[src/rtl/riscv_m_pkg.sv]
// Package: riscv_m_pkg
// Shared definitions for the RV32M multiply/divide unit: the funct3 operation
// encoding, the sequencer state encoding and small op-class helpers that decide
// which operands are treated as two's-complement.
package riscv_m_pkg;

  typedef enum logic [2:0] {
    MUL    = 3'b000,
    MULH   = 3'b001,
    MULHSU = 3'b010,
    MULHU  = 3'b011,
    DIV    = 3'b100,
    DIVU   = 3'b101,
    REM    = 3'b110,
    REMU   = 3'b111
  } funct3_e;

  typedef enum logic [1:0] {
    IDLE  = 2'd0,
    CALC  = 2'd1,
    FIXUP = 2'd2,
    DONE  = 2'd3
  } state_e;

  // Divide/remainder ops all have funct3[2] set.
  function automatic logic is_div(input logic [2:0] f);
    return f[2];
  endfunction

  // rs1 is two's-complement for MULH, MULHSU, DIV and REM.
  function automatic logic a_signed(input logic [2:0] f);
    return (f == MULH) || (f == MULHSU) || (f == DIV) || (f == REM);
  endfunction

  // rs2 is two's-complement for MULH, DIV and REM (MULHSU treats it as unsigned).
  function automatic logic b_signed(input logic [2:0] f);
    return (f == MULH) || (f == DIV) || (f == REM);
  endfunction

endpackage

[src/rtl/muldiv_step.sv]
// Module: muldiv_step
// One radix-2 iteration on a {hi,lo} accumulator, purely combinational.
//   is_div   : 1 = restoring divide step, 0 = shift-add multiply step
//   hi, lo   : accumulator (multiply: partial product / multiplier,
//              divide: partial remainder / dividend-becoming-quotient)
//   m        : multiplicand (multiply) or divisor (divide), both magnitudes
//   hi_next, lo_next : accumulator after this iteration
module muldiv_step #(
  parameter int WIDTH = 32
) (
  input  logic             is_div,
  input  logic [WIDTH-1:0] hi,
  input  logic [WIDTH-1:0] lo,
  input  logic [WIDTH-1:0] m,
  output logic [WIDTH-1:0] hi_next,
  output logic [WIDTH-1:0] lo_next
);

  logic [WIDTH:0] add_sum;
  logic [WIDTH:0] rem_shift;
  logic [WIDTH:0] diff;

  // Multiply: add the multiplicand when the current multiplier LSB is set, then
  // shift the whole {carry,hi,lo} right so the next multiplier bit reaches lo[0].
  // Divide: shift the next dividend bit into the remainder and keep the
  // subtraction only when it does not borrow (diff[WIDTH] is the borrow since the
  // partial remainder is always below 2*m).
  always_comb begin
    add_sum   = {1'b0, hi} + {1'b0, m};
    rem_shift = {hi, lo[WIDTH-1]};
    diff      = rem_shift - {1'b0, m};
    hi_next   = hi;
    lo_next   = lo;
    if (is_div) begin
      if (!diff[WIDTH]) begin
        hi_next = diff[WIDTH-1:0];
        lo_next = {lo[WIDTH-2:0], 1'b1};
      end else begin
        hi_next = rem_shift[WIDTH-1:0];
        lo_next = {lo[WIDTH-2:0], 1'b0};
      end
    end else begin
      if (lo[0]) begin
        {hi_next, lo_next} = {add_sum, lo[WIDTH-1:1]};
      end else begin
        {hi_next, lo_next} = {1'b0, hi, lo[WIDTH-1:1]};
      end
    end
  end

endmodule

[src/rtl/riscv_muldiv_unit.sv]
// Module: riscv_muldiv_unit
// Iterative RV32M multiply/divide unit sitting beside the single-cycle ALU.
// Works on operand magnitudes one bit per cycle and negates the result in a
// final fixup cycle. Divide special cases (and all multiplies when FAST_MUL=1)
// bypass the iteration and finish the cycle after acceptance.
// Ports:
//   clk, reset_n : clock, asynchronous active-low reset
//   start        : launch an op (accepted in IDLE or DONE, when kill is low)
//   funct3       : RV32M op select
//   a, b         : rs1 / rs2 operands
//   kill         : abort the op in flight, no done is produced
//   busy         : op in flight (CALC/FIXUP)
//   done         : one-cycle pulse, result valid
//   result       : last completed result, held until replaced
module riscv_muldiv_unit
  import riscv_m_pkg::*;
#(
  parameter int WIDTH    = 32,
  parameter bit FAST_MUL = 1'b0
) (
  input  logic             clk,
  input  logic             reset_n,
  input  logic             start,
  input  logic [2:0]       funct3,
  input  logic [WIDTH-1:0] a,
  input  logic [WIDTH-1:0] b,
  input  logic             kill,
  output logic             busy,
  output logic             done,
  output logic [WIDTH-1:0] result
);

  localparam int               CW       = $clog2(WIDTH);
  localparam logic [CW-1:0]    CNT_LAST = CW'(WIDTH - 1);
  localparam logic [WIDTH-1:0] MIN_INT  = {1'b1, {(WIDTH-1){1'b0}}};

  state_e           state, state_n;
  logic [CW-1:0]    counter;
  logic [2:0]       op;
  logic             neg_res;
  logic [WIDTH-1:0] hi, lo, m;
  logic [WIDTH-1:0] hi_step, lo_step;
  logic [WIDTH-1:0] result_q;

  logic               accept;
  logic               a_neg, b_neg;
  logic               div_zero, div_ovf, early;
  logic [WIDTH-1:0]   a_mag, b_mag;
  logic [2*WIDTH-1:0] fast_mag, fast_prod;
  logic [WIDTH-1:0]   early_result;
  logic [2*WIDTH-1:0] prod_fix;
  logic [WIDTH-1:0]   quo_rem, quo_rem_fix;
  logic [WIDTH-1:0]   fix_result;

  assign busy   = (state == CALC) || (state == FIXUP);
  assign done   = (state == DONE);
  assign result = result_q;
  assign accept = start && !kill && ((state == IDLE) || (state == DONE));

  // Operand decode for the op being offered this cycle: magnitudes for the
  // iteration, and the results of the paths that skip it entirely.
  always_comb begin
    a_neg    = a_signed(funct3) && a[WIDTH-1];
    b_neg    = b_signed(funct3) && b[WIDTH-1];
    a_mag    = a_neg ? -a : a;
    b_mag    = b_neg ? -b : b;
    div_zero = is_div(funct3) && (b == '0);
    div_ovf  = is_div(funct3) && !funct3[0] && (a == MIN_INT) && (b == '1);
    early    = div_zero || div_ovf || (FAST_MUL && !is_div(funct3));
    fast_mag  = {{WIDTH{1'b0}}, a_mag} * {{WIDTH{1'b0}}, b_mag};
    fast_prod = (a_neg ^ b_neg) ? -fast_mag : fast_mag;
    if (div_zero) begin
      early_result = funct3[1] ? a : '1;
    end else if (div_ovf) begin
      early_result = funct3[1] ? '0 : MIN_INT;
    end else if (funct3 == MUL) begin
      early_result = fast_prod[WIDTH-1:0];
    end else begin
      early_result = fast_prod[2*WIDTH-1:WIDTH];
    end
  end

  muldiv_step #(
    .WIDTH(WIDTH)
  ) u_step (
    .is_div (is_div(op)),
    .hi     (hi),
    .lo     (lo),
    .m      (m),
    .hi_next(hi_step),
    .lo_next(lo_step)
  );

  // Sign correction applied in FIXUP; op[1] selects remainder among divide ops.
  always_comb begin
    prod_fix    = neg_res ? -{hi, lo} : {hi, lo};
    quo_rem     = op[1] ? hi : lo;
    quo_rem_fix = neg_res ? -quo_rem : quo_rem;
    if (is_div(op)) begin
      fix_result = quo_rem_fix;
    end else if (op == MUL) begin
      fix_result = prod_fix[WIDTH-1:0];
    end else begin
      fix_result = prod_fix[2*WIDTH-1:WIDTH];
    end
  end

  // State register.
  always_ff @(posedge clk or negedge reset_n) begin
    if (!reset_n) begin
      state <= IDLE;
    end else begin
      state <= state_n;
    end
  end

  // Next-state logic; kill overrides everything, including a same-cycle start.
  always_comb begin
    state_n = state;
    unique case (state)
      IDLE:    if (accept) state_n = early ? DONE : CALC;
      CALC:    if (counter == '0) state_n = FIXUP;
      FIXUP:   state_n = DONE;
      DONE:    state_n = accept ? (early ? DONE : CALC) : IDLE;
      default: state_n = IDLE;
    endcase
    if (kill) state_n = IDLE;
  end

  // Datapath registers. The result register only changes on completion, so a
  // killed op leaves the previous result visible.
  always_ff @(posedge clk or negedge reset_n) begin
    if (!reset_n) begin
      counter  <= '0;
      op       <= '0;
      neg_res  <= 1'b0;
      hi       <= '0;
      lo       <= '0;
      m        <= '0;
      result_q <= '0;
    end else if (accept) begin
      op       <= funct3;
      neg_res  <= (is_div(funct3) && funct3[1]) ? a_neg : (a_neg ^ b_neg);
      hi       <= '0;
      lo       <= is_div(funct3) ? a_mag : b_mag;
      m        <= is_div(funct3) ? b_mag : a_mag;
      counter  <= CNT_LAST;
      if (early) result_q <= early_result;
    end else if (!kill && state == CALC) begin
      hi <= hi_step;
      lo <= lo_step;
      if (counter != '0) counter <= counter - 1'b1;
    end else if (!kill && state == FIXUP) begin
      result_q <= fix_result;
    end
  end

endmodule

[config.mk]
export PLATFORM = sky130hd
export DESIGN_NAME = riscv_muldiv_unit
export DESIGN_NICKNAME = d
export VERILOG_FILES = /design/src/rtl/riscv_m_pkg.sv /design/src/rtl/muldiv_step.sv /design/src/rtl/riscv_muldiv_unit.sv
export SDC_FILE = /design/constraint.sdc
export NUM_CORES = 2
export LEC_CHECK = 0
export BUFFER_PORTS_ARGS = -buffer_cell sky130_fd_sc_hd__buf_2
export CORE_MARGIN = 2
export CORE_UTILIZATION = 35
export DETAILED_ROUTE_END_ITERATION = 10
export HOLD_SLACK_MARGIN = 0.06
export SLEW_MARGIN = 20
export SYNTH_ARGS = -nofsm -noshare
export SYNTH_HDL_FRONTEND = slang
export SYNTH_SLANG_ARGS = --single-unit
[constraint.sdc]
create_clock -name clk -period 10.1 [get_ports clk]
set_clock_uncertainty 0.2 [all_clocks]
set_input_delay 1.515 -clock clk [delete_from_list [all_inputs] [get_ports clk]]
set_output_delay 1.515 -clock clk [all_outputs]
set_load 0.05 [all_outputs]
==> results.md <==
* FF-to-FF End: result[26]
* Crit path largest cell delay at 0.58 ns
* Post-synth top area share at approximately 32%
* Largest area contributor in the netlist: fa_1
* Clock latency on the worst-skew pair at about 0.48 ns
* Status: complete, but fails checks
* R2R setup slack at 4.62 ns
* Reg2Reg Depth at 15
* Netlist cell types at between 80 and 90
* CTS tree: yes
* Slew HR at approximately 22%
* # setup viols final at 2
* Drt pass-1 iters at 6
* Die area at between 100000 and 150000 µm²
* Mapped cell area at about 37000 µm²
* Initial drt markers at about 3500
* Fin nets at 6033
* Multi-input gate area at 30910 µm²
* Worst setup startpoint: b[1]
* Slew Viols, Final at 0
* Synth Warn # at 0
* Syn Nets at approximately 5600
* Placed Cells incl. Taps at approximately 6500
* Worst Path Required at about 10 ns
* Failing checks: setup timing
* Top cells by area, synth: fa_1, dfrtp_1, ha_1
* Setup WS post-layout at -0.4746 ns
* Hold Buf Count CTS at 0
* Vias at 35140
* Origin of the critical flop-to-flop path: lo[0]
* Starting Density at 35.32%
* Largest net degree at the start of global routing at between 80 and 90
* Avg Inst Size Synth at ~8 µm²
* Antenna-violating nets left at 0
* Critical Path End Type: flop
* CP Max Fanout at 5
* Max Fclk at 94.57 MHz
* Critical Path Start Type: primary input
* Average routed wire per standard cell at roughly 23 µm
* RSZ-0062 raised after global routing: true
* MaxCap Viol Count at 0
* DIE WIDTH at 329.9 µm
* DP HPWL at ~130 mm
* Critical Setup Path Class: primary input to flop
* Setup WS pre-CTS at -1.354 ns
* Sequential element share of the synthesized area at about a tenth
* CP max stage cell: fa_2
* Top Ports at about 110
* CTS clk-pin slew, worst paths at approximately 0.070 ns
* Least-Margin Pin Slew at between 1 and 1.5 ns
* Number of fillers in the final layout at ~11000
* Clk root buf: clkbuf_16
* CP endpoint: result[1]
* Crit-path most repeated cell: fa_1
* Setup TNS at -0.8544 ns
* Top-count cell post-synth: inv_1
* Critical Path AT at between 10 and 15 ns
* Hold Path Class: flop to flop
* Vias in the first global route at approximately 35000
* Dominant synthesized flop cell: dfrtp_1
* Seq cells post-synth at around 140
* Detailed Route WL at roughly 150 mm
* Clk buf depth at 2
* Via density at 5.359
* Commonest cells post-synth: inv_1, nor2_1, fa_1
* I/O Buffers at about 100
* Gpl congestion at between 1 and 1.5
* Post-synth ARST share at 100.0%
* Gr ovfl total at 0
* Clock period minus worst slack at roughly 11 ns
* # DRC at 0
* Gr usage total at between 20% and 30%
* EDFF count, synth at 0
* Std-Cell Rows at between 100 and 150
* Clock H-tree levels at 4
* Clock sink count at about 140
* Ratio of cells with drive above 1 in the final layout at between 10% and 20%
* Seq. cell area at 3485 µm²
* Hold slack at around 0.29 ns
* Post-Synthesis Cells at 4706
* Layout Cells excl Fill at 6556
* TritonCTS Buffers at 17
* Die Y at 329.9 µm
* Syn-to-layout area delta at 21.54%
* Final hold vios at 0
* Initial antenna violation count at 17
* Placeable Area at between 100000 and 150000 µm²
* Final period utilization at 104.7%
* Global-route wire length before repair at between 200 and 250 mm
## layout make-up
type / count / area share [%]
multi-input cells: 3547 / 68.40
repair buffers: 770 / 13.04
flip-flops and latches: 139 / 7.711
inverters: 669 / 5.620
well taps: 1391 / 3.851
clock buffers: 17 / 0.9413
clock inverters: 15 / 0.3931
diodes: 8 / 0.04430
## repair_timing
item / 4_1_cts / 5_1_grt
setup buffers: 21 / 1
endpoints found under the setup margin: 3 / 3
gates cloned: 0 / 0
resized for setup: 112 / 16
pin swaps: 47 / 4
## sequential cells by signal, summed over array words and instances (netlist names)
signal   count
hi          32
m           32
state        2
lo          32
result      32
op           3
counter      5
neg_res      1
## per-layer routing
layer	up-vias	track usage, %	part of all wire [%]
met5	-	0	0.075
met4	16	11.76	5.0
met3	269	5.591	8.6
met2	1418	44.68	45
met1	17530	37.94	41
li1	15910	-	-
## critical path: cells and delay by family
kind | cells | cell delay [ns]
adders and majority gates | 10 | 4.46
and+or+nand+nor | 10 | 2.20
AOI/OAI and AO/OA | 7 | 1.09
buffers and inverters | 8 | 0.76
xor gates and xnor gates | 2 | 0.37
muxes | 1 | 0.33
## metrics by stage
| stage | utilization, % | instance area (µm²) |
|---|---|---|
| after CTS | 42.83 | 45090 |
| final | 42.93 | 45190 |
| after detailed placement | 41.56 | 43740 |
| after global placement | 41.56 | 43740 |
| after floorplan | - | 37610 |
| after global routing | 42.92 | 45180 |
## placed cells by master (no fill, tap or decap), drive strengths merged, types with 14 or more instances in the layout
cell	n
nand2	574
xnor2	153
and3	16
o21bai	19
a22o	16
nor4	29
a211oi	48
o31ai	40
inv	677
nor2b	20
and2	14
o221ai	28
fa	602
xor2	109
mux2i	77
nor3	66
nand3	39
clkbuf	17
o22ai	20
buf	770
o21ai	233
dfrtp	139
o41ai	14
a31oi	22
or2	17
nand2b	27
o211ai	34
a21oi	254
ha	216
o21a	16
a21o	41
or3	22
nor2	632
nand4	27
## how the worst min path moves through the flow
stage,cells after the start,to,startpoint
finish,2,result[6],result[6]
global route,2,result[11],result[11]
CTS,2,result[26],result[26]
detailed placement,2,result[26],result[26]
global placement,2,result[24],result[24]
floorplan,2,m[11],m[11]
## kinds of logic (layout without fill, tap and decap cells)
| logic type | count (synthesis) | count (layout) | synth area share (%) |
|---|---|---|---|
| other | 0 | 8 | 0 |
| xor gates and xnor gates | 262 | 262 | 6.171 |
| adders and majority gates | 818 | 818 | 39.68 |
| buffers and inverters | 1020 | 1471 | 10.34 |
| and+or+nand+nor | 1523 | 1523 | 17.52 |
| DFF | 139 | 139 | 9.355 |
| muxes | 90 | 90 | 2.467 |
| AOI/OAI and AO/OA | 854 | 854 | 14.47 |
Power is not shown: default switching activity piles up to over one toggle a cycle in this logic, so the estimate is an artifact.
